--- src/rtl/mem_access_unit.sv ---
// mem_access_unit: pipeline memory stage driving a req/ack data bus with byte lanes and load extension
module mem_access_unit #(
    parameter int CNT_W   = 8,
    parameter int TIMEOUT = 255
) (
    input  logic        clk,
    input  logic        reset,
    input  logic        mem_read_in,
    input  logic        mem_write_in,
    input  logic [1:0]  size_in,
    input  logic        unsigned_in,
    input  logic [31:0] addr_in,
    input  logic [31:0] wdata_in,
    output logic        dmem_req,
    output logic        dmem_we,
    output logic [31:0] dmem_addr,
    output logic [3:0]  dmem_be,
    output logic [31:0] dmem_wdata,
    input  logic [31:0] dmem_rdata,
    input  logic        dmem_ack,
    output logic        stall,
    output logic        mem_flush,
    output logic [31:0] load_data,
    output logic        misalign,
    output logic        bus_err
);
    typedef enum logic [1:0] {IDLE, BUSY, DONE} state_t;
    state_t           state;
    logic [CNT_W-1:0] counter;
    logic [31:0]      rdata_q;
    logic [1:0]       size_q;
    logic [1:0]       lane_q;
    logic             uns_q;
    logic             access;
    logic             misaligned;
    logic [3:0]       be_next;
    logic [31:0]      wdata_next;
    logic [7:0]       byte_lane;
    logic [15:0]      half_lane;
    logic [31:0]      ext;

    assign access     = mem_read_in | mem_write_in;
    assign misaligned = size_in == 2'b01 ? addr_in[0] : size_in[1] ? |addr_in[1:0] : 1'b0;

    always_comb begin
        be_next    = size_in == 2'b00 ? 4'b0001 << addr_in[1:0] :
                     size_in == 2'b01 ? (addr_in[1] ? 4'b1100 : 4'b0011) : 4'b1111;
        wdata_next = size_in == 2'b00 ? {4{wdata_in[7:0]}} :
                     size_in == 2'b01 ? {2{wdata_in[15:0]}} : wdata_in;
        byte_lane  = rdata_q[{lane_q, 3'b000} +: 8];
        half_lane  = lane_q[1] ? rdata_q[31:16] : rdata_q[15:0];
        ext        = size_q == 2'b00 ? {{24{byte_lane[7] & ~uns_q}}, byte_lane} :
                     size_q == 2'b01 ? {{16{half_lane[15] & ~uns_q}}, half_lane} : rdata_q;
    end

    // Reset gates the combinational outputs so a held EX/MEM access cannot leak through
    assign stall     = !reset && (state == BUSY || (state == IDLE && access && !misaligned));
    assign mem_flush = !reset && (state == BUSY || (state == IDLE && access));
    assign misalign  = !reset && state == IDLE && access && misaligned;
    assign load_data = (!reset && state == DONE && !dmem_we) ? ext : 32'b0;

    always_ff @(posedge clk or posedge reset) begin
        if (reset) begin
            state      <= IDLE;
            dmem_req   <= 1'b0;
            dmem_we    <= 1'b0;
            dmem_addr  <= 32'b0;
            dmem_be    <= 4'b0;
            dmem_wdata <= 32'b0;
            bus_err    <= 1'b0;
            counter    <= '0;
            rdata_q    <= 32'b0;
            size_q     <= 2'b0;
            lane_q     <= 2'b0;
            uns_q      <= 1'b0;
        end else begin
            bus_err <= 1'b0;
            case (state)
                IDLE: if (access && !misaligned) begin
                    dmem_req   <= 1'b1;
                    dmem_we    <= mem_write_in;
                    dmem_addr  <= {addr_in[31:2], 2'b00};
                    dmem_be    <= be_next;
                    dmem_wdata <= wdata_next;
                    size_q     <= size_in;
                    lane_q     <= addr_in[1:0];
                    uns_q      <= unsigned_in;
                    counter    <= '0;
                    state      <= BUSY;
                end
                BUSY: begin
                    counter <= counter + 1'b1;
                    if (dmem_ack) begin
                        rdata_q  <= dmem_rdata;
                        dmem_req <= 1'b0;
                        state    <= DONE;
                    end else if (counter == CNT_W'(TIMEOUT - 1)) begin
                        bus_err  <= 1'b1;
                        rdata_q  <= 32'b0;
                        dmem_req <= 1'b0;
                        state    <= DONE;
                    end
                end
                default: state <= IDLE;
            endcase
        end
    end
endmodule

--- config.mk ---
export PLATFORM = sky130hd
export DESIGN_NAME = mem_access_unit
export DESIGN_NICKNAME = d
export VERILOG_FILES = /design/src/rtl/mem_access_unit.sv
export SDC_FILE = /design/constraint.sdc
export NUM_CORES = 1
export LEC_CHECK = 0
export ABC_AREA = 1
export CAP_MARGIN = 20
export CORE_MARGIN = 3
export CORE_UTILIZATION = 49
export DETAILED_ROUTE_END_ITERATION = 16
export MAX_ROUTING_LAYER = met4
export PLACE_DENSITY = 0.84
export SLEW_MARGIN = 25
export SYNTH_ARGS = -nofsm -noshare
export SYNTH_HDL_FRONTEND = slang
export SYNTH_SLANG_ARGS = --single-unit
--- constraint.sdc ---
create_clock -name clk -period 12.5 [get_ports clk]
set_clock_uncertainty 0.2 [all_clocks]
set_input_delay 2.5 -clock clk [delete_from_list [all_inputs] [get_ports clk]]
set_output_delay 2.5 -clock clk [all_outputs]
set_load 0.02 [all_outputs]
==> results.sh <==
export IMPL_ctsHoldBuffers=0
export IMPL_grt_pass1_vias=5829
export IMPL_io_buffers=207
export IMPL_avgRoutedWirePerCell_um=15.4
export IMPL_cts_root_buf="clkbuf_16"
export IMPL_hp_class="reg2reg"
export IMPL_setup_viol=0
export IMPL_reg2reg_depth=6
export IMPL_post_cts_buffers=0
export IMPL_irDropWorstVdd_mv=0.140
export IMPL_hold_end="rdata_q[0]"
export IMPL_crit_required_ns=9.80
export IMPL_clk_pin_slew_ns=0.05
export IMPL_grt_usage=0.279
export IMPL_cts_buffers=17
export IMPL_critPathKind="in2out"
export IMPL_leakagePower_nw=4.28
export IMPL_netlist_area_mm2=0.00601
export IMPL_die_area_mm2=0.0136
export IMPL_worst_pin_slew_ns=0.888
export IMPL_maxCapViolCount=0
export IMPL_grt_antenna_before_repair=0
export IMPL_final_cells=1157
export IMPL_cts_sinks=116
export IMPL_synthCells=814
export IMPL_holdWs_ns=0.271
export IMPL_avgSynthCellArea_um2=7.38
export IMPL_die_w_um=117
export IMPL_insertedDiodeCount=0
export IMPL_nets=1108
export IMPL_drive_gt1_frac=0.0878
export IMPL_fin_crit_sh=0.587
export IMPL_maxSlewViolCount=0
export IMPL_ys_types=30
export IMPL_yosysSeqAreaShare=0.483
export IMPL_min_from="rdata_q[0]"
export IMPL_crit_path_start_kind="input port"
export IMPL_powerDensity_mw_per_mm2=229
export IMPL_place_gp_congestion=0.933
export IMPL_yosys_warnings=0
export IMPL_worstPathArrival_ns=4.63
export IMPL_endpoint_kind="output pin"
export IMPL_cts_htree_levels=4
export IMPL_r2r_slack_ns=9.92
export IMPL_synth_top_cell_area_share=0.483
export IMPL_grt_overflow_total=0
export IMPL_finalSetupTns_ns=0
export IMPL_fmax_mhz=136
export IMPL_fp_coreArea_mm2=0.0117
export IMPL_fin_crit_ns=7.33
export IMPL_cts_resized=0
export IMPL_cp_max_fo=19
export IMPL_die_y_um=117
export IMPL_start_util=0.513
export IMPL_grt_pass1_wl_um=28500
export IMPL_ys_seq_elements=116
export IMPL_yosys_top_cells_area="dfrtp_1, nand2_1, nand3_1"
export IMPL_rows=39
export IMPL_insertion_delay_ns=0.40
export IMPL_area_growth_pct=42.7
export IMPL_hpwl_um=12500
export IMPL_yosys_area_top_type="dfrtp_1"
export IMPL_hold_depth=2
export IMPL_r2r_end="dmem_be[3]"
export IMPL_grt_max_degree=90
export IMPL_first_pass_iters=5
export IMPL_final_cell_mix="nand2_1, clkdlybuf4s50_1, dfrtp_1"
export IMPL_fin_util=0.732
export IMPL_num_vias=5958
export IMPL_drc=0
export IMPL_wirelength_um=17800
export IMPL_hold_violations=0
export IMPL_vias_per_cell=5.15
export IMPL_place_inst=1126
export IMPL_top_level_ports=210
export IMPL_relSlewSlack=0.408
export IMPL_drt_iter0_markers=475
export IMPL_rsz0062_at_grt="no"
export IMPL_cts_buffer_depth=2
export IMPL_cts_tree="done"
export IMPL_rr_startpoint="state[1]"
export IMPL_drtAntennaViolNets=0
export IMPL_final_common_cell="nand2_1"
export IMPL_status="complete, no violations"
==> power by group <==
part	total, W	switching, W	internal, W
sequential	0.000677	0.000142	0.000536
clock	0.000464	0.000164	0.000300
combinational	0.000819	0.000479	0.000340
total	0.00196	0.000784	0.00118
==> worst max-delay path by stage <==
stage,start,end,depth (start not counted)
2_1_floorplan,reset,misalign,3
3_3_place_gp,size_in[1],stall,7
3_5_place_dp,size_in[1],stall,7
4_1_cts,size_in[1],stall,7
5_1_grt,size_in[1],stall,7
6_report,size_in[1],stall,7
==> worst max-delay path: stages <==
cell	delay, ns
clkdlybuf4s50_1	0.76
inv_2	0.37
nand2_1	0.11
nand2_2	0.09
nand2_4	0.05
a21oi_1	0.13
clkdlybuf4s50_1	0.62
==> logic make-up (layout without fill, tap and decap cells) <==
group,Yosys count,in the layout,share of synthesized area
compound gates,55,55,0.0479
fa+ha+maj,2,2,0.00416
buf+inv,85,284,0.0760
flops,116,116,0.483
other cells,1,2,0.000624
simple gates,555,555,0.388
==> registers in the layout, indices dropped and copies added (netlist names) <==
signal and flops:
dmem_be 4, dmem_req 1, uns_q 1, dmem_addr 30, bus_err 1, dmem_wdata 32, lane_q 2, counter 8
dmem_we 1, size_q 2, rdata_q 32, state 2
==> cells in the mapped netlist <==
library cell	count
a21oi_1	20
a31o_2	1
buf_2	16
buf_4	6
buf_6	12
clkbuf_1	9
clkinv_1	1
conb_1	1
dfrtp_1	116
ha_1	2
inv_1	35
inv_2	4
inv_4	2
nand2_1	389
nand2_2	25
nand2_4	2
nand3_1	63
nand3_2	1
nand3_4	1
nand4_1	2
nor2_1	51
nor2_2	13
nor2_4	3
nor3_1	2
nor3_2	1
nor3b_1	1
o211ai_1	2
o21ai_0	31
o21ai_2	1
or2_0	1
==> stage by stage <==
| step | worst slack [ns] | cell area [um^2] | total power (W) |
|---|---|---|---|
| floorplan | 4.29 | 6010 | 0.00114 |
| global placement | 5.22 | 8010 | 0.00148 |
| detailed placement | 5.17 | 8010 | 0.00149 |
| CTS | 5.18 | 8570 | 0.00196 |
| global route | 4.98 | 8570 | 0.00209 |
| finish | 5.17 | 8570 | 0.00196 |
==> per-layer routing <==
| layer | part of all wire | track usage | up-vias |
|---|---|---|---|
| met5 | 0 | - | - |
| met4 | 0.025 | 0.102 | 0 |
| met3 | 0.10 | 0.103 | 39 |
| met2 | 0.46 | 0.429 | 285 |
| met1 | 0.41 | 0.338 | 2735 |
| li1 | - | - | 2899 |
==> layout make-up <==
cell class	count	area, um^2
Fill cell	919	3140
Sequential cell	116	2900
Multi-Input combinational cell	614	2660
Timing Repair Buffer	211	2100
Clock buffer	21	460
Tap cell	143	179
Inverter	42	165
Clock inverter	10	108
(Power assumes the default switching activity.)
